`config.mk`:
```
export PLATFORM = sky130hd
export DESIGN_NAME = cam_capture_flat
export DESIGN_NICKNAME = d
export VERILOG_FILES = /design/src/rtl/cam_pkg.sv /design/src/rtl/cam_capture_if.sv /design/src/rtl/cam_sync_edge.sv /design/src/rtl/cam_capture.sv /design/src/flat_wrapper.sv
export SDC_FILE = /design/constraint.sdc
export NUM_CORES = 1
export LEC_CHECK = 0
export ABC_CLOCK_PERIOD_IN_PS = 4900
export BUFFER_PORTS_ARGS = -buffer_cell sky130_fd_sc_hd__buf_2
export CORE_ASPECT_RATIO = 0.75
export CORE_MARGIN = 3
export CORE_UTILIZATION = 63
export CTS_CLUSTER_DIAMETER = 200
export DETAILED_ROUTE_END_ITERATION = 12
export GPL_ROUTABILITY_DRIVEN = 1
export HOLD_SLACK_MARGIN = 0.1
export MAX_ROUTING_LAYER = met4
export PLACE_DENSITY_LB_ADDON = 0.12
export SLEW_MARGIN = 20
export SYNTH_ARGS = -nofsm -noshare
export SYNTH_HDL_FRONTEND = slang
export SYNTH_SLANG_ARGS = --single-unit
```
`constraint.sdc`:
```
create_clock -name clk -period 4.9 [get_ports clk]
set_clock_uncertainty 0.2 [all_clocks]
set_input_delay 0.49 -clock clk [delete_from_list [all_inputs] [get_ports clk]]
set_output_delay 0.49 -clock clk [all_outputs]
set_load 0.05 [all_outputs]
```
`src/rtl/cam_pkg.sv`:
```
// Shared camera-port definitions: FSM states, RGB565->RGB444 field positions
// and default frame geometry (also used by wb_camera).
package cam_pkg;

   localparam int unsigned CAM_H_PIXELS = 160;
   localparam int unsigned CAM_V_LINES  = 120;
   localparam int unsigned CAM_ADDR_W   = 15;

   typedef enum logic [1:0] {
      ST_IDLE    = 2'd0,
      ST_WAIT_VS = 2'd1,
      ST_CAPTURE = 2'd2,
      ST_DONE    = 2'd3
   } cam_state_e;

   // Field positions inside the RGB565 byte pair (byte0 first on the wire)
   localparam int unsigned R_MSB0 = 7;
   localparam int unsigned R_LSB0 = 4;
   localparam int unsigned G_MSB0 = 2;
   localparam int unsigned G_LSB0 = 0;
   localparam int unsigned G_BIT1 = 7;
   localparam int unsigned B_MSB1 = 4;
   localparam int unsigned B_LSB1 = 1;

   function automatic logic [11:0] rgb565_to_444(input logic [7:0] b0, input logic [7:0] b1);
      return {b0[R_MSB0:R_LSB0], b0[G_MSB0:G_LSB0], b1[G_BIT1], b1[B_MSB1:B_LSB1]};
   endfunction

endpackage

```
`src/rtl/cam_capture_if.sv`:
```
// Frame-buffer write port driven by cam_capture; no backpressure.
interface cam_capture_if
   import cam_pkg::*;
#(
   parameter int unsigned ADDR_W = CAM_ADDR_W
);
   logic              wr_en;
   logic [ADDR_W-1:0] wr_addr;
   logic [11:0]       wr_data;

   modport master (output wr_en, wr_addr, wr_data);
   modport slave  (input  wr_en, wr_addr, wr_data);
endinterface

```
`src/rtl/cam_sync_edge.sv`:
```
// Generic N-bit 2-flop synchronizer with registered rise/fall detection on the
// low EDGE_W bits.
module cam_sync_edge #(
   parameter int unsigned W      = 11,
   parameter int unsigned EDGE_W = 3
) (
   input  logic              clk,
   input  logic              rst_n,
   input  logic [W-1:0]      din,
   output logic [W-1:0]      dout,
   output logic [EDGE_W-1:0] rise,
   output logic [EDGE_W-1:0] fall
);
   logic [W-1:0] s1, s2, s3;

   // The third stage covers every bit so levels stay aligned with the edge flags
   always_ff @(posedge clk or negedge rst_n) begin
      if (!rst_n) begin
         s1   <= '0;
         s2   <= '0;
         s3   <= '0;
         rise <= '0;
         fall <= '0;
      end else begin
         s1   <= din;
         s2   <= s1;
         s3   <= s2;
         rise <= s2[EDGE_W-1:0] & ~s3[EDGE_W-1:0];
         fall <= ~s2[EDGE_W-1:0] & s3[EDGE_W-1:0];
      end
   end

   assign dout = s3;
endmodule

```
`src/rtl/cam_capture.sv`:
```
// OV7670 pixel-capture front end: oversampled camera pins -> RGB444 frame buffer.
// Optional 2x decimation (QVGA sensor into QQVGA buffer) under CAM_CAPTURE_DECIM_EN.
module cam_capture
   import cam_pkg::*;
#(
   parameter int unsigned H_PIXELS = CAM_H_PIXELS,
   parameter int unsigned V_LINES  = CAM_V_LINES,
   parameter int unsigned ADDR_W   = CAM_ADDR_W
) (
   input  logic          clk,
   input  logic          rst,
   input  logic          cam_Vsync,
   input  logic          cam_Href,
   input  logic          cam_Pclk,
   input  logic [7:0]    cam_data,
   input  logic          capture_req,
   output logic          busy,
   output logic          done,
   output logic          overrun,
   cam_capture_if.master fb
);
   localparam int unsigned COL_W = $clog2(H_PIXELS + 1);
   localparam int unsigned ROW_W = $clog2(V_LINES + 1);
   localparam logic [COL_W-1:0]  COL_LIM   = COL_W'(H_PIXELS);
   localparam logic [ROW_W-1:0]  ROW_LIM   = ROW_W'(V_LINES);
   localparam logic [ADDR_W-1:0] LINE_STEP = ADDR_W'(H_PIXELS);

   logic [10:0] lvl;
   logic [2:0]  rise, fall;

   cam_sync_edge #(.W(11), .EDGE_W(3)) u_sync (
      .clk   (clk),
      .rst_n (rst),
      .din   ({cam_data, cam_Vsync, cam_Href, cam_Pclk}),
      .dout  (lvl),
      .rise  (rise),
      .fall  (fall)
   );

   logic       pclk_rise, href_fall, vs_rise, vs_fall, href_lvl, byte_ok;
   logic [7:0] data;
   logic       unused_sync;

   assign pclk_rise   = rise[0];
   assign href_fall   = fall[1];
   assign vs_rise     = rise[2];
   assign vs_fall     = fall[2];
   assign href_lvl    = lvl[1];
   assign data        = lvl[10:3];
   assign byte_ok     = pclk_rise & href_lvl;
   assign unused_sync = ^{lvl[2], lvl[0], rise[1], fall[0]};

   cam_state_e        state;
   logic              phase, line_taken;
   logic [7:0]        byte0;
   logic [COL_W-1:0]  col;
   logic [ROW_W-1:0]  row;
   logic [ADDR_W-1:0] base;
   logic              keep_px, line_keep;

`ifdef CAM_CAPTURE_DECIM_EN
   logic px_odd, ln_odd;

   // Source pixel/line parity; only even/even survives into the buffer
   always_ff @(posedge clk or negedge rst) begin
      if (!rst) begin
         px_odd <= 1'b0;
         ln_odd <= 1'b0;
      end else if (state == ST_WAIT_VS) begin
         px_odd <= 1'b0;
         ln_odd <= 1'b0;
      end else if (state == ST_CAPTURE) begin
         if (href_fall) begin
            px_odd <= 1'b0;
            ln_odd <= ~ln_odd;
         end else if (byte_ok && phase) begin
            px_odd <= ~px_odd;
         end
      end
   end

   assign keep_px   = ~px_odd & ~ln_odd;
   assign line_keep = ~ln_odd;
`else
   assign keep_px   = 1'b1;
   assign line_keep = 1'b1;
`endif

   always_ff @(posedge clk or negedge rst) begin
      if (!rst) begin
         state      <= ST_IDLE;
         busy       <= 1'b0;
         done       <= 1'b0;
         overrun    <= 1'b0;
         fb.wr_en   <= 1'b0;
         fb.wr_addr <= '0;
         fb.wr_data <= '0;
         phase      <= 1'b0;
         line_taken <= 1'b0;
         byte0      <= '0;
         col        <= '0;
         row        <= '0;
         base       <= '0;
      end else begin
         done     <= 1'b0;
         fb.wr_en <= 1'b0;
         unique case (state)
            ST_IDLE: begin
               if (capture_req) begin
                  state   <= ST_WAIT_VS;
                  busy    <= 1'b1;
                  overrun <= 1'b0;
               end
            end
            ST_WAIT_VS: begin
               if (vs_fall) begin
                  state      <= ST_CAPTURE;
                  row        <= '0;
                  col        <= '0;
                  base       <= '0;
                  phase      <= 1'b0;
                  line_taken <= 1'b0;
               end
            end
            ST_CAPTURE: begin
               // col/row saturate at their limits so long lines or frames cannot wrap
               if (href_fall) begin
                  phase      <= 1'b0;
                  col        <= '0;
                  line_taken <= 1'b0;
                  if (line_keep && row != ROW_LIM) row <= row + ROW_W'(1);
                  if (line_taken && row < ROW_LIM) base <= base + LINE_STEP;
               end else if (byte_ok) begin
                  phase <= ~phase;
                  if (!phase) begin
                     byte0 <= data;
                  end else if (keep_px) begin
                     line_taken <= 1'b1;
                     if (col < COL_LIM && row < ROW_LIM) begin
                        fb.wr_en   <= 1'b1;
                        fb.wr_addr <= base + ADDR_W'(col);
                        fb.wr_data <= rgb565_to_444(byte0, data);
                     end else begin
                        overrun <= 1'b1;
                     end
                     if (col != COL_LIM) col <= col + COL_W'(1);
                  end
               end
               if (vs_rise) begin
                  state <= ST_DONE;
                  busy  <= 1'b0;
                  done  <= 1'b1;
               end
            end
            ST_DONE: state <= ST_IDLE;
            default: state <= ST_IDLE;
         endcase
      end
   end
endmodule
```
`src/flat_wrapper.sv`:
```
// flat-port wrapper written by rule: the top's interface ports become plain ports
module cam_capture_flat import cam_pkg::*;
#(
   parameter int unsigned H_PIXELS = CAM_H_PIXELS,
   parameter int unsigned V_LINES  = CAM_V_LINES,
   parameter int unsigned ADDR_W   = CAM_ADDR_W
)
  (clk, rst, cam_Vsync, cam_Href, cam_Pclk, cam_data, capture_req, busy, done, overrun, fb_wr_en, fb_wr_addr, fb_wr_data);
  cam_capture_if #(.ADDR_W(ADDR_W)) fb_i ();
  input  logic clk;
  input  logic rst;
  input  logic cam_Vsync;
  input  logic cam_Href;
  input  logic cam_Pclk;
  input  logic [7:0] cam_data;
  input  logic capture_req;
  output logic busy;
  output logic done;
  output logic overrun;
  output wire logic [$bits(fb_i.wr_en)-1:0] fb_wr_en;
  output wire logic [$bits(fb_i.wr_addr)-1:0] fb_wr_addr;
  output wire logic [$bits(fb_i.wr_data)-1:0] fb_wr_data;
  assign fb_wr_en = fb_i.wr_en;
  assign fb_wr_addr = fb_i.wr_addr;
  assign fb_wr_data = fb_i.wr_data;
  cam_capture #(.H_PIXELS(H_PIXELS), .V_LINES(V_LINES), .ADDR_W(ADDR_W)) u_core (.clk(clk), .rst(rst), .cam_Vsync(cam_Vsync), .cam_Href(cam_Href), .cam_Pclk(cam_Pclk), .cam_data(cam_data), .capture_req(capture_req), .busy(busy), .done(done), .overrun(overrun), .fb(fb_i));
endmodule
```
# Word-level counts from Yosys, hierarchy flattened
# Cells that the tools add are included.
# word_totals
ff_bits,112
latchBits,0
mem_bits_rw,0
mem_bits_ro,0
input_bits,14
out_inout_bits,31
word_cells,106
n_memories,0
# classes
n_addsub,4
mul,0
div,0
magnitude_cmp,2
eq_ne,18
shifts,0
muxes,42
bitwise_logic,7
n_reduce_logical,15
# ops
operator,n
$mux W15,3
$mux W8,5
$pmux W15 S2,1
$mux W7,3
$mux W1,20
$pmux W8 S2,1
$reduce_and A4 Y1,4
$add A15 B8 Y15,1
$add A15 B8 Y15 const B,1
$pmux W7 S2,1
$ne A2 B2 Y1 const B,6
$reduce_and A5 Y1,2
$ne A3 B2 Y1 const B,3
$reduce_and A3 Y1,3
$add A8 B1 Y8 const B,1
$lt A8 B8 Y1 const B,1
$ne A2 B1 Y1 const B,4
$ne A8 B8 Y1 const B,1
$pmux W1 S2,4
$pmux W2 S4,1
$add A7 B1 Y7 const B,1
$lt A7 B7 Y1 const B,1
$ne A7 B7 Y1 const B,1
$and A3 B3 Y3,2
other kinds (10),17

# Longest topological paths before layout
# Gate-level depths: netlist of run 1.
# logic_depth
word_depth,7
mapped_depth,10
ltp_nobuf,6

# Cells and area by module
# A second synthesis of run 1 with hierarchy kept.
# unflattened
cells_unflattened,407
area_unflattened_um2,4504.3
# modules_own_cells
mod,instances,cells_each,area_each_um2,seq_area_each_um2
cam_capture,1,362,3475.8,1676.6
cam_sync_edge,1,45,1028.5,975.9

# Least setup slack after synthesis of run 1
# OpenSTA, ideal clock, no wires.
# synth_path
path_type,reg-to-reg
start,register u_core.base[6]
end,register u_core.fb.wr_addr[9]
setup_ps,135
t_arrival_ps,1643
t_required_ps,4565
path_slack_ps,2922
stages_incl_launch_ff,6
n_path_buf,0
synth_period_minus_slack_ps,1978
cell_sequence,dfrtp_1 -> ha_1 -> a211oi_1 -> nor3b_1 -> xnor2_1 -> o21ai_0
# synth_via
elab_chain_cells,1
# synth_lines
element,line,text
"start, declared",cam_capture.sv:58,logic [ADDR_W-1:0] base;
"start signal, assigned",cam_capture.sv:132,if (line_taken && row < ROW_LIM) base <= base + LINE_STEP;
$add A15 B8 Y15,cam_capture.sv:141,fb.wr_addr <= base + ADDR_W'(col);
"end signal, assigned",cam_capture.sv:141,
"end, declared",cam_capture_if.sv:11,"modport master (output wr_en, wr_addr, wr_data);"
# No other way between the ends.
# A chain may end at the register's enable or synchronous reset.

# Worst setup path in the final report of run 1
# layout_path
start,register u_core.state[0]
end,register u_core.fb.wr_data[10]
# layout_via
elab_chain_cells,2
# layout_lines
element,line,text
"start, declared",cam_capture.sv:53,cam_state_e state;
"start signal, assigned",cam_capture.sv:91,state <= ST_IDLE;
"start signal, assigned",cam_capture.sv:110,state <= ST_WAIT_VS;
"start signal, assigned",cam_capture.sv:117,state <= ST_CAPTURE;
$eq A2 B2 Y1,cam_capture.sv:107,unique case (state)
$reduce_and A5 Y1 (no source line),n/a,
"end signal, assigned",cam_capture.sv:142,"fb.wr_data <= rgb565_to_444(byte0, data);"
"end, declared",cam_capture_if.sv:11,
# No other way between the ends.

==> key figures, run 1 <==
Place
  • Setup Slack @ Placement: 1.688 ns
  • DPL Wire Length: between 5000 and 6000 um
  • Port Buf Inserts: 44
  • GP Congestion: around 0.90

Routing
  • Via count: between 2k and 3k
  • Post-DR vias/cell: approximately 5.8
  • First-pass DRT Iterations: 4
  • DRC: 0
  • Post-route ant nets: 0
  • WL/cell: approximately 16 um
  • Initial DRC Count: between 150 and 200
  • Final wirelength: 7933 um

Logic synthesis
  • Post-Synthesis Net Count: around 390
  • EDFF count, synth: 0
  • Yosys reg bits: around 100
  • Avg Synthesized Cell Area: ~12 um^2
  • Area contributors post-synth: dfrtp_1, mux2_2, ha_1
  • Synthesized area: roughly 0.0043 mm^2
  • Synth unique cells: 53
  • Prevailing post-synth register cell: dfrtp_1
  • Area fraction of the dominant cell type after synthesis: 59.84%
  • Asr flop ratio synth: between 90% and 100%
  • Synth warn: 0
  • Biggest area consumer among synthesized cells: dfrtp_1
  • Synth Instances: roughly 360
  • Seq/Total Area, Yosys: between 50% and 60%

Timing
  • Relative slew slack: between 40% and 50%
  • Setup ws final: 1.668 ns
  • Final cycle utilization of the critical path: between 60% and 70%
  • Final Hold Vio Count: 0
  • Worst-Margin Slew: approximately 0.8 ns
  • Slew Limit Fails: 0
  • Fmax: 309.4 MHz
  • Final Setup Violations: 0
  • Crit path time final: 3.232 ns
  • RSZ-0062 raised after global routing: no
  • Setup_tns: 0 ns

Floorplanning
  • Die area: 0.007947 mm^2
  • Initial core utilization: between 60% and 70%
  • Chip width: 101.9 um
  • Floorplan row count: 25
  • Die height: 77.96 um
  • Core area: ~0.0065 mm^2
  • I/O pin cnt: 45

Worst setup path
  • R2R depth: 6
  • Crit path launch: u_core.state[0]
  • CP Class: reg -> reg
  • Crit path to: u_core.fb.wr_data[10]
  • R2r endpoint: u_core.fb.wr_data[10]
  • CP Max Fanout: 30
  • Startpoint types: flip-flop
  • Reg-to-reg startpoint: u_core.state[0]
  • Worst setup EP type: flip-flop
  • Flop2flop setup slack: 1.67 ns
  • Req. time, crit path: between 4 and 5 ns
  • Critical path arrival: about 3.3 ns

Cells and area
  • Filler instances: between 400 and 500
  • Final net count: 439
  • FF/Latch Area: 0.002603 mm^2
  • Share of layout cells above drive strength 1: 21.48%
  • Area of the multi-input gates: 0.001610 mm^2
  • Area growth, synth to finish: 12.63%
  • Final antenna diode count: 0

Global route
  • Initial antenna violation count: 0
  • Vias in the first global route: 2767
  • First-pass GRT wire length: 13480 um
  • GRT Total Usage: 22.35%
  • GRT overflow: 0
  • Largest net degree at the start of global routing: 67

Clock tree
  • Clock sink count: 104
  • Clock Path Buffers: 2
  • H-tree levels: 3
  • Postcts setup bufs: 0
  • CTS buffer count: 9
  • PostCTS Resize Cnt: 0
  • Skew-Pair Late Insertion Delay: about 0.37 ns
  • Clock transition at the registers of the reported paths: approximately 0.10 ns
  • Root buffer cell: clkbuf_8
  • TritonCTS clock tree: done

Outcome
  • Status: finished clean

Min path
  • Worst min-delay path class: reg -> reg

Power
  • Pwr/cell area: around 400 mW/mm^2
  • Leak: approximately 2.3 nW
  • Peak supply drop: 0.3058 mV

Run
  • MaxCap Viol Count: 0
synthesized netlist by cell type (all sizes together), types with 3 or more instances:
master / number
dfrtp: 104
nand2: 31
o21ai: 28
mux2: 25
nand3: 12
buf: 11
ha: 11
nor2: 11
inv: 10
nor3: 10
a21oi: 9
nor2b: 8
clkbuf: 7
nand4: 7
xnor2: 7
and3: 6
nand2b: 6
o211ai: 5
a211o: 4
a22o: 4
a31oi: 4
o21a: 4
and2: 3
o22a: 3
o31ai: 3
or3: 3
registers in the layout, summed over array words and instances (netlist names), 8 cells and up:
signal              flops
u_core.base            10
u_core.col              8
u_core.fb.wr_addr      15
u_core.fb.wr_data      12
u_core.u_sync.dout     11
u_core.u_sync.s1       11
u_core.u_sync.s2       11
per-stage QoR:
step | instance area [um^2] | hold slack, ns | power [mW] | utilization, % | cells
2_1_floorplan | 4349 | -0.005591 | 1.352 | - | 363
3_3_place_gp | 4589 | 0.1324 | 1.438 | 70.54 | 472
3_5_place_dp | 4589 | 0.1347 | 1.453 | 70.54 | 472
4_1_cts | 4898 | 0.1541 | 1.967 | 75.29 | 500
5_1_grt | 4898 | 0.1572 | 2.062 | 75.29 | 500
6_report | 4898 | 0.1457 | 1.950 | 75.29 | 500
routing by layer:
layer,track usage (%),vias to the layer above,part of all wire [%]
li1,-,1404,-
met1,32.85,1408,49
met2,31.27,80,45
met3,5.301,12,5.1
met4,6.684,0,1.0
met5,-,-,0
cell families (layout without fill, tap and decap cells):
logic type	Yosys count	count (layout)	share of synthesized area [%]
multiplexers	26	26	6.703
flip-flops	104	104	59.84
XOR/XNOR	9	9	1.813
AO/OA/AOI/OAI	78	78	11.94
buffers and inverters	28	84	3.136
adder cells (fa/ha/maj)	11	11	3.165
AND/OR/NAND/NOR	107	107	13.41
report_power, final:
part,internal (mW),switching (mW)
logic,0.160,0.295
clock network,0.206,0.296
registers,0.938,0.0559
total,1.30,0.647
worst min path at each step:
| stage | start | end | slack, ns | cells after the start |
|---|---|---|---|---|
| final | u_core.u_sync.s1[8] | u_core.u_sync.s2[8] | 0.15 | 0 |
| after global routing | u_core.u_sync.s1[8] | u_core.u_sync.s2[8] | 0.16 | 0 |
| after CTS | u_core.u_sync.s1[8] | u_core.u_sync.s2[8] | 0.15 | 0 |
| after detailed placement | u_core.u_sync.s2[10] | u_core.u_sync.dout[10] | 0.13 | 0 |
| after global placement | u_core.u_sync.s2[6] | u_core.u_sync.dout[6] | 0.13 | 0 |
| after floorplan | rst | u_core.base[10] | -0.006 | 0 |
layout make-up:
| type | instances | area share (%) |
|---|---|---|
| Sequential cell | 104 | 53.13 |
| Multi-Input combinational cell | 231 | 32.87 |
| Timing Repair Buffer | 58 | 7.305 |
| Clock buffer | 10 | 2.810 |
| Tap cell | 81 | 2.069 |
| Clock inverter | 6 | 1.047 |
| Inverter | 10 | 0.7663 |
what timing repair did:
action                                  in CTS  in global routing
endpoints found under the setup margin       0                  0
hold buffers                                12                  0
hold endpoints to repair                    76                  0
worst max-delay path: stages (launching register included):
cell     delay (ns)
dfrtp_1        0.39
inv_1          0.10
ha_1           0.53
nor2b_1        0.53
nand4_1        0.60
buf_4          0.45
mux2_2         0.31
cell usage in the layout, fill, tap and decap left out, types with 6 or more instances in the layout:
| master | instances |
|---|---|
| nor3_1 | 9 |
| o21ai_0 | 26 |
| inv_1 | 10 |
| dfrtp_1 | 104 |
| buf_2 | 43 |
| ha_1 | 11 |
| nand2b_1 | 6 |
| clkbuf_8 | 10 |
| nand4_1 | 6 |
| nand2_1 | 31 |
| and3_1 | 6 |
| xnor2_1 | 7 |
| nor2_1 | 11 |
| mux2_2 | 25 |
| dlygate4sd3_1 | 12 |
| nor2b_1 | 8 |
| a21oi_1 | 9 |
| nand3_1 | 11 |
Note: power is estimated with default switching activity, not from simulation.
==> inputs of run 2 (changes only) <==
--- a/config.mk
+++ b/config.mk
@@ -5,11 +5,11 @@
 export SDC_FILE = /design/constraint.sdc
 export NUM_CORES = 1
 export LEC_CHECK = 0
-export ABC_CLOCK_PERIOD_IN_PS = 4900
+export ABC_CLOCK_PERIOD_IN_PS = 2800
 export BUFFER_PORTS_ARGS = -buffer_cell sky130_fd_sc_hd__buf_2
 export CORE_ASPECT_RATIO = 0.75
 export CORE_MARGIN = 3
-export CORE_UTILIZATION = 63
+export CORE_UTILIZATION = 52
 export CTS_CLUSTER_DIAMETER = 200
 export DETAILED_ROUTE_END_ITERATION = 12
 export GPL_ROUTABILITY_DRIVEN = 1
==> constraint.sdc (replaced) <==
create_clock -name clk -period 2.8 [get_ports clk]
set_clock_uncertainty 0.2 [all_clocks]
set_input_delay 0.28 -clock clk [delete_from_list [all_inputs] [get_ports clk]]
set_output_delay 0.28 -clock clk [all_outputs]
set_load 0.05 [all_outputs]
==> run 2 against run 1 <==
Against the previous run:
- final cell count grew 5.8%
- critical path type unchanged
- first-iteration DRC count grew 16%
- cell area grew 2.0%
- global-route usage shrank 3.3 points
- wire length shrank 0.32%
- sequential power grew 74%
- combinational power grew 79%
- core utilization shrank 13 points
- clock-buffer cell count shrank 1
- largest cell class unchanged
==> key figures, run 2 (synthesized netlist as in run 1, its figures left out) <==
Global route
  • Initial antenna violation count: 0 (unchanged)
  • GRT overflow: 0 (unchanged)
  • Largest net degree at the start of global routing: 49 (was 67)
  • GRT Total Usage: 19.02% (was 22.35%)
  • Vias in the first global route: 3003 (was 2767)
  • First-pass GRT wire length: 14120 um (was 13480 um)

Floorplanning
  • Die height: 85.20 um (was 77.96 um)
  • Die area: 0.009508 mm^2 (was 0.007947 mm^2)
  • Core area: 0.008023 mm^2 (was 0.006506 mm^2)
  • Chip width: 111.6 um (was 101.9 um)
  • I/O pin cnt: 45 (unchanged)
  • Floorplan row count: 28 (was 25)
  • Initial core utilization: 54.21% (was 66.85%)

Timing
  • Setup_tns: 0 ns (unchanged)
  • Final Setup Violations: 0 (unchanged)
  • Crit path time final: 2.514 ns (was 3.232 ns)
  • RSZ-0062 raised after global routing: no (unchanged)
  • Slew Limit Fails: 0 (unchanged)
  • Worst-Margin Slew: 0.6237 ns (was 0.8027 ns)
  • Final Hold Vio Count: 0 (unchanged)
  • Fmax: 397.7 MHz (was 309.4 MHz)
  • Worst hold margin: 0.1544 ns (was 0.1457 ns)
  • Final cycle utilization of the critical path: 89.80% (was 65.96%)
  • Relative slew slack: 57.76% (was 46.48%)

Routing
  • WL/cell: 14.95 um (was 15.87 um)
  • DRC: 0 (unchanged)
  • Initial DRC Count: 184 (was 159)
  • Post-route ant nets: 0 (unchanged)
  • Via count: 2950 (was 2904)
  • Post-DR vias/cell: 5.577 (was 5.808)
  • First-pass DRT Iterations: 4 (unchanged)
  • Final wirelength: 7908 um (was 7933 um)

Outcome
  • Status: finished clean (unchanged)

Worst setup path
  • Worst setup EP type: flip-flop (unchanged)
  • Startpoint types: flip-flop (unchanged)
  • CP Class: reg -> reg (unchanged)
  • CP Max Fanout: 39 (was 30)
  • Req. time, crit path: 2.86 ns (was 4.96 ns)
  • Critical path arrival: 2.58 ns (was 3.29 ns)

Cells and area
  • Final net count: 445 (was 439)
  • Largest registers: u_core.fb.wr_addr: 15 flops, u_core.fb.wr_data: 12 flops (unchanged)
  • Most frequent cells in the layout: dfrtp_1, buf_2, nand2_1, o21ai_0, mux2_2 (unchanged)
  • Area growth, synth to finish: 14.90% (was 12.63%)
  • Share of layout cells above drive strength 1: 22.17% (was 21.48%)
  • Most common cell after layout, fill and taps aside: dfrtp_1 (unchanged)
  • Max reg flops: 15 (unchanged)
  • Top reg by flops: u_core.fb.wr_addr (unchanged)
  • Final antenna diode count: 0 (unchanged)

Clock tree
  • Clock Path Buffers: 2 (unchanged)
  • Clock sink count: 104 (unchanged)
  • H-tree levels: 3 (unchanged)
  • Skew-Pair Late Insertion Delay: 0.37 ns (about the same)
  • TritonCTS clock tree: done (unchanged)
  • Root buffer cell: clkbuf_8 (unchanged)
  • Clock transition at the registers of the reported paths: 0.10 ns (about the same)
  • CTS buffer count: 9 (unchanged)

Power
  • Peak supply drop: 0.4480 mV (was 0.3058 mV)
  • Pwr/cell area: 698.3 mW/mm^2 (was 398.1 mW/mm^2)
  • Leak: 2.384 nW (was 2.349 nW)

Min path
  • Worst min-delay path class: reg -> reg (unchanged)

Place
  • GP Congestion: 0.8781 (was 0.9005)
  • Port Buf Inserts: 44 (unchanged)
  • DPL Wire Length: 5568 um (was 5263 um)

Run
  • MaxCap Viol Count: 0 (unchanged)
-- run 2: path summary, 6_finish.rpt --
check                               startpoint              endpoint  slack [ns]  cells past startpoint
max                            u_core.state[0]  u_core.fb.wr_data[9]        0.29                      6
min                        u_core.u_sync.s1[1]   u_core.u_sync.s2[1]        0.15                      0
max reg2reg                    u_core.state[0]  u_core.fb.wr_data[9]        0.29                      6
min reg2reg                u_core.u_sync.s1[1]   u_core.u_sync.s2[1]        0.15                      0
max in group asynchronous                  rst        u_core.overrun        1.48                      3
min in group asynchronous                  rst       u_core.fb.wr_en        0.25                      2
-- run 2: through the flow --
step / util, % / instance area [um^2] / std cells / power [mW] / setup slack, ns
floorplan: - / 4349 / 363 / 2.366 / 0.8221
global placement: 58.20 / 4669 / 501 / 2.539 / 0.3921
detailed placement: 58.20 / 4669 / 501 / 2.567 / 0.2963
CTS: 62.29 / 4997 / 529 / 3.525 / 0.2944
global route: 62.29 / 4997 / 529 / 3.705 / 0.08161
finish: 62.29 / 4997 / 529 / 3.490 / 0.2856
-- run 2: critical path, stage by stage, from the launching register on --
cell and delay (ns):
dfrtp_1 0.39, inv_1 0.10, ha_1 0.55, nor2b_1 0.42, nand4_1 0.14, buf_4 0.28, mux2_2 0.32
-- run 2: cell type report --
| class | instances | area, um^2 |
|---|---|---|
| clock inverter | 6 | 73.82 |
| multi-input combinational | 231 | 1610 |
| clock buffer | 9 | 123.9 |
| fill | 662 | 3025 |
| inverter | 10 | 37.54 |
| tap | 105 | 131.4 |
| timing repair buffer | 64 | 417.9 |
| sequential | 104 | 2603 |
-- run 2: routing by layer --
| layer | part of all wire [%] | vias to the layer above | wire length, um | global-route usage, % |
|---|---|---|---|---|
| li1 | - | 1408 | - | - |
| met1 | 47 | 1473 | 3679 | 24.73 |
| met2 | 48 | 59 | 3803 | 29.56 |
| met3 | 4.0 | 10 | 319 | 4.918 |
| met4 | 1.4 | 0 | 107 | 6.298 |
| met5 | 0 | - | 0 | - |
-- run 2: power breakdown --
group | switching, mW | leakage, nW | total, mW | internal (mW)
clock | 0.517 | 0.101 | 0.939 | 0.423
sequential | 0.0939 | 1.35 | 1.73 | 1.64
combinational | 0.517 | 0.933 | 0.816 | 0.299
total | 1.13 | 2.38 | 3.49 | 2.36
-- run 2: what timing repair did --
action / 4_1_cts / 5_1_grt
hold buffers: 13 / 0
buffers inserted: 0 / 0
hold endpoints to repair: 59 / 0
resized for setup: 0 / 0
endpoints found under the setup margin: 0 / 0
==> inputs of run 3 (changes only) <==
--- a/config.mk
+++ b/config.mk
@@ -7,7 +7,7 @@
 export LEC_CHECK = 0
 export ABC_CLOCK_PERIOD_IN_PS = 2800
 export BUFFER_PORTS_ARGS = -buffer_cell sky130_fd_sc_hd__buf_2
-export CORE_ASPECT_RATIO = 0.75
+export CORE_ASPECT_RATIO = 0.6
 export CORE_MARGIN = 3
 export CORE_UTILIZATION = 52
 export CTS_CLUSTER_DIAMETER = 200
@@ -15,7 +15,7 @@
 export GPL_ROUTABILITY_DRIVEN = 1
 export HOLD_SLACK_MARGIN = 0.1
 export MAX_ROUTING_LAYER = met4
-export PLACE_DENSITY_LB_ADDON = 0.12
+export PLACE_DENSITY = 0.86
 export SLEW_MARGIN = 20
 export SYNTH_ARGS = -nofsm -noshare
 export SYNTH_HDL_FRONTEND = slang
==> run 3 against run 2 <==
Against the previous run:
- power rose by 11%
- critical endpoint is now u_core.fb.wr_addr[4]
- clock-buffer cell count rose by 1
- clock power rose by 41%
- final cell count rose by 0.76%
- first-iteration DRC count rose by 39%
==> key figures, run 3 (synthesized netlist as in run 1, its figures left out) <==
Power
  • Pwr/cell area: 759.4 mW/mm^2 (was 698.3 mW/mm^2)
  • Sw Pwr: 1.206 mW (was 1.127 mW)
  • Seq pwr share: 44.6% (was 49.7%)
  • Internal power: 2.685 mW (was 2.363 mW)
  • Peak supply drop: 0.4192 mV (was 0.4480 mV)
  • Logic gate share of total power: 21.5% (was 23.4%)
  • Sw frac: 31.00% (was 32.29%)
  • Leak: 2.443 nW (was 2.384 nW)
  • Clock power share: 33.9% (was 26.9%)
  • Final Power: 3.891 mW (was 3.490 mW)

Cells and area
  • Largest registers: u_core.fb.wr_addr: 15 flops, u_core.fb.wr_data: 12 flops (unchanged)
  • Final antenna diode count: 0 (unchanged)
  • Final Non-Filler Cells: 533 (was 529)
  • Most common cell after layout, fill and taps aside: dfrtp_1 (unchanged)
  • Share of layout cells above drive strength 1: 22.35% (was 22.17%)
  • Filler instances: 607 (was 662)
  • Core Util, Final: 63.98% (was 62.29%)
  • Final net count: 445 (unchanged)
  • Area of the multi-input gates: 0.001610 mm^2 (unchanged)
  • Most frequent cells in the layout: dfrtp_1, buf_2, nand2_1, o21ai_0, mux2_2 (unchanged)
  • Max reg flops: 15 (unchanged)
  • Area growth, synth to finish: 17.81% (was 14.90%)
  • Top reg by flops: u_core.fb.wr_addr (unchanged)
  • FF/Latch Area: 0.002603 mm^2 (unchanged)

Clock tree
  • TritonCTS clock tree: done (unchanged)
  • PostCTS Resize Cnt: 0 (unchanged)
  • Clock Path Buffers: 2 (unchanged)
  • Postcts setup bufs: 0 (unchanged)
  • Hold-fix buffer count after cts: 13 (unchanged)
  • Root buffer cell: clkbuf_16 (was clkbuf_8)
  • H-tree levels: 3 (unchanged)
  • Clock transition at the registers of the reported paths: 0.07 ns (was 0.10 ns)
  • Skew-Pair Late Insertion Delay: 0.35 ns (was 0.37 ns)
  • Clock sink count: 104 (unchanged)
  • CTS buffer count: 9 (unchanged)

Global route
  • Largest net degree at the start of global routing: 46 (was 49)
  • Initial antenna violation count: 0 (unchanged)
  • First-pass GRT wire length: 14890 um (was 14120 um)
  • GRT overflow: 0 (unchanged)
  • GRT Total Usage: 20.87% (was 19.02%)
  • Vias in the first global route: 3044 (was 3003)

Place
  • GP Congestion: 0.8346 (was 0.8781)
  • Setup Slack @ Placement: 0.4232 ns (was 0.2963 ns)
  • DPL Wire Length: 5913 um (was 5568 um)
  • Dpl cells: 504 (was 501)
  • Port Buf Inserts: 44 (unchanged)

Floorplanning
  • Core area: 0.008008 mm^2 (was 0.008023 mm^2)
  • Die area: 0.009533 mm^2 (was 0.009508 mm^2)
  • Chip width: 124.1 um (was 111.6 um)
  • Floorplan row count: 25 (was 28)
  • Die height: 76.84 um (was 85.20 um)
  • I/O pin cnt: 45 (unchanged)
  • Initial core utilization: 54.31% (was 54.21%)

Worst setup path
  • Worst setup EP type: flip-flop (unchanged)
  • CP Class: reg -> reg (unchanged)
  • CP Cell Sequence: inv_1, ha_1, nor2b_1, buf_4, nand4_1, buf_4, mux2_2 (was inv_1, ha_1, nor2b_1, nand4_1, buf_4, mux2_2)
  • Startpoint types: flip-flop (unchanged)
  • Critical path arrival: 2.42 ns (was 2.58 ns)
  • CP Max Fanout: 39 (unchanged)
  • Req. time, crit path: 2.83 ns (was 2.86 ns)
  • Max incr delay on CP: 0.39 ns (was 0.55 ns)
  • Top cell by count, worst path: buf_4
  • CP max-delay cell: mux2_2 (was ha_1)

Routing
  • Initial DRC Count: 255 (was 184)
  • Final wirelength: 8792 um (was 7908 um)
  • WL/cell: 16.50 um (was 14.95 um)
  • First-pass DRT Iterations: 5 (was 4)
  • Post-route ant nets: 0 (unchanged)
  • Via count: 3076 (was 2950)
  • Post-DR vias/cell: 5.771 (was 5.577)
  • DRC: 0 (unchanged)

Timing
  • Worst-Margin Slew: 0.6344 ns (was 0.6237 ns)
  • Fmax: 418.3 MHz (was 397.7 MHz)
  • Relative slew slack: 57.04% (was 57.76%)
  • Final Setup Violations: 0 (unchanged)
  • Final Hold Vio Count: 0 (unchanged)
  • Setup_tns: 0 ns (unchanged)
  • Slew Limit Fails: 0 (unchanged)
  • Crit path time final: 2.391 ns (was 2.514 ns)
  • Setup ws final: 0.4095 ns (was 0.2856 ns)
  • Final cycle utilization of the critical path: 85.38% (was 89.80%)
  • RSZ-0062 raised after global routing: no (unchanged)

Min path
  • Worst min-delay path class: reg -> reg (unchanged)

Run
  • MaxCap Viol Count: 0 (unchanged)

Outcome
  • Status: finished clean (unchanged)
run 3: changes by cell type in the layout (fill, tap and decap cells not counted), sizes merged:
cell,delta
clkbuf,+1
run 3: area by class of cell:
cell class | count | area share, %
flip-flops and latches | 104 | 50.79
multi-input cells | 231 | 31.43
repair buffers | 64 | 8.156
clock buffers | 10 | 4.664
well taps | 108 | 2.637
clock inverters | 6 | 1.587
inverters | 10 | 0.7326
run 3: critical path: cells and delay by family (launching register included):
family / cells / cell delay, ns
buffers and inverters: 3 / 0.63
multiplexers: 1 / 0.39
adder cells (fa/ha/maj): 1 / 0.38
flip-flops: 1 / 0.36
AND/OR/NAND/NOR: 2 / 0.29
run 3: power groups by stage:
| stage | sequential (mW) | clock (mW) | combinational [mW] |
|---|---|---|---|
| floorplan | 1.83 | 0 | 0.539 |
| global placement | 1.76 | 0 | 0.775 |
| detailed placement | 1.76 | 0 | 0.816 |
| CTS | 1.74 | 1.35 | 0.844 |
| global route | 1.76 | 1.42 | 0.929 |
| finish | 1.74 | 1.32 | 0.838 |
run 3: layer usage:
metal / up-vias / GRT usage [%] / part of all wire [%]
met2: 109 / 31.79 / 48
met3: 6 / 6.043 / 7.1
met5: - / - / 0
met1: 1547 / 27.76 / 44
li1: 1414 / - / -
met4: 0 / 5.355 / 0.74
run 3: path summary, 6_finish.rpt:
check,from,slack [ns],cells after the start,endpoint
worst max register to register,u_core.state[0],0.41,7,u_core.fb.wr_addr[4]
worst min register to register,u_core.u_sync.s2[3],0.15,0,u_core.u_sync.dout[3]
min in group asynchronous,rst,0.22,2,u_core.fb.wr_data[4]
worst min-delay path,u_core.u_sync.s2[3],0.15,0,u_core.u_sync.dout[3]
max in group asynchronous,rst,1.49,3,u_core.fb.wr_addr[10]
worst max-delay path,u_core.state[0],0.41,7,u_core.fb.wr_addr[4]
run 3: stage by stage:
stage	hold slack, ns	instance area (um^2)
after global routing	0.1548	5124
after floorplan	-0.2156	4349
after detailed placement	0.05124	4673
after CTS	0.1518	5124
final	0.1503	5124
after global placement	0.04354	4673
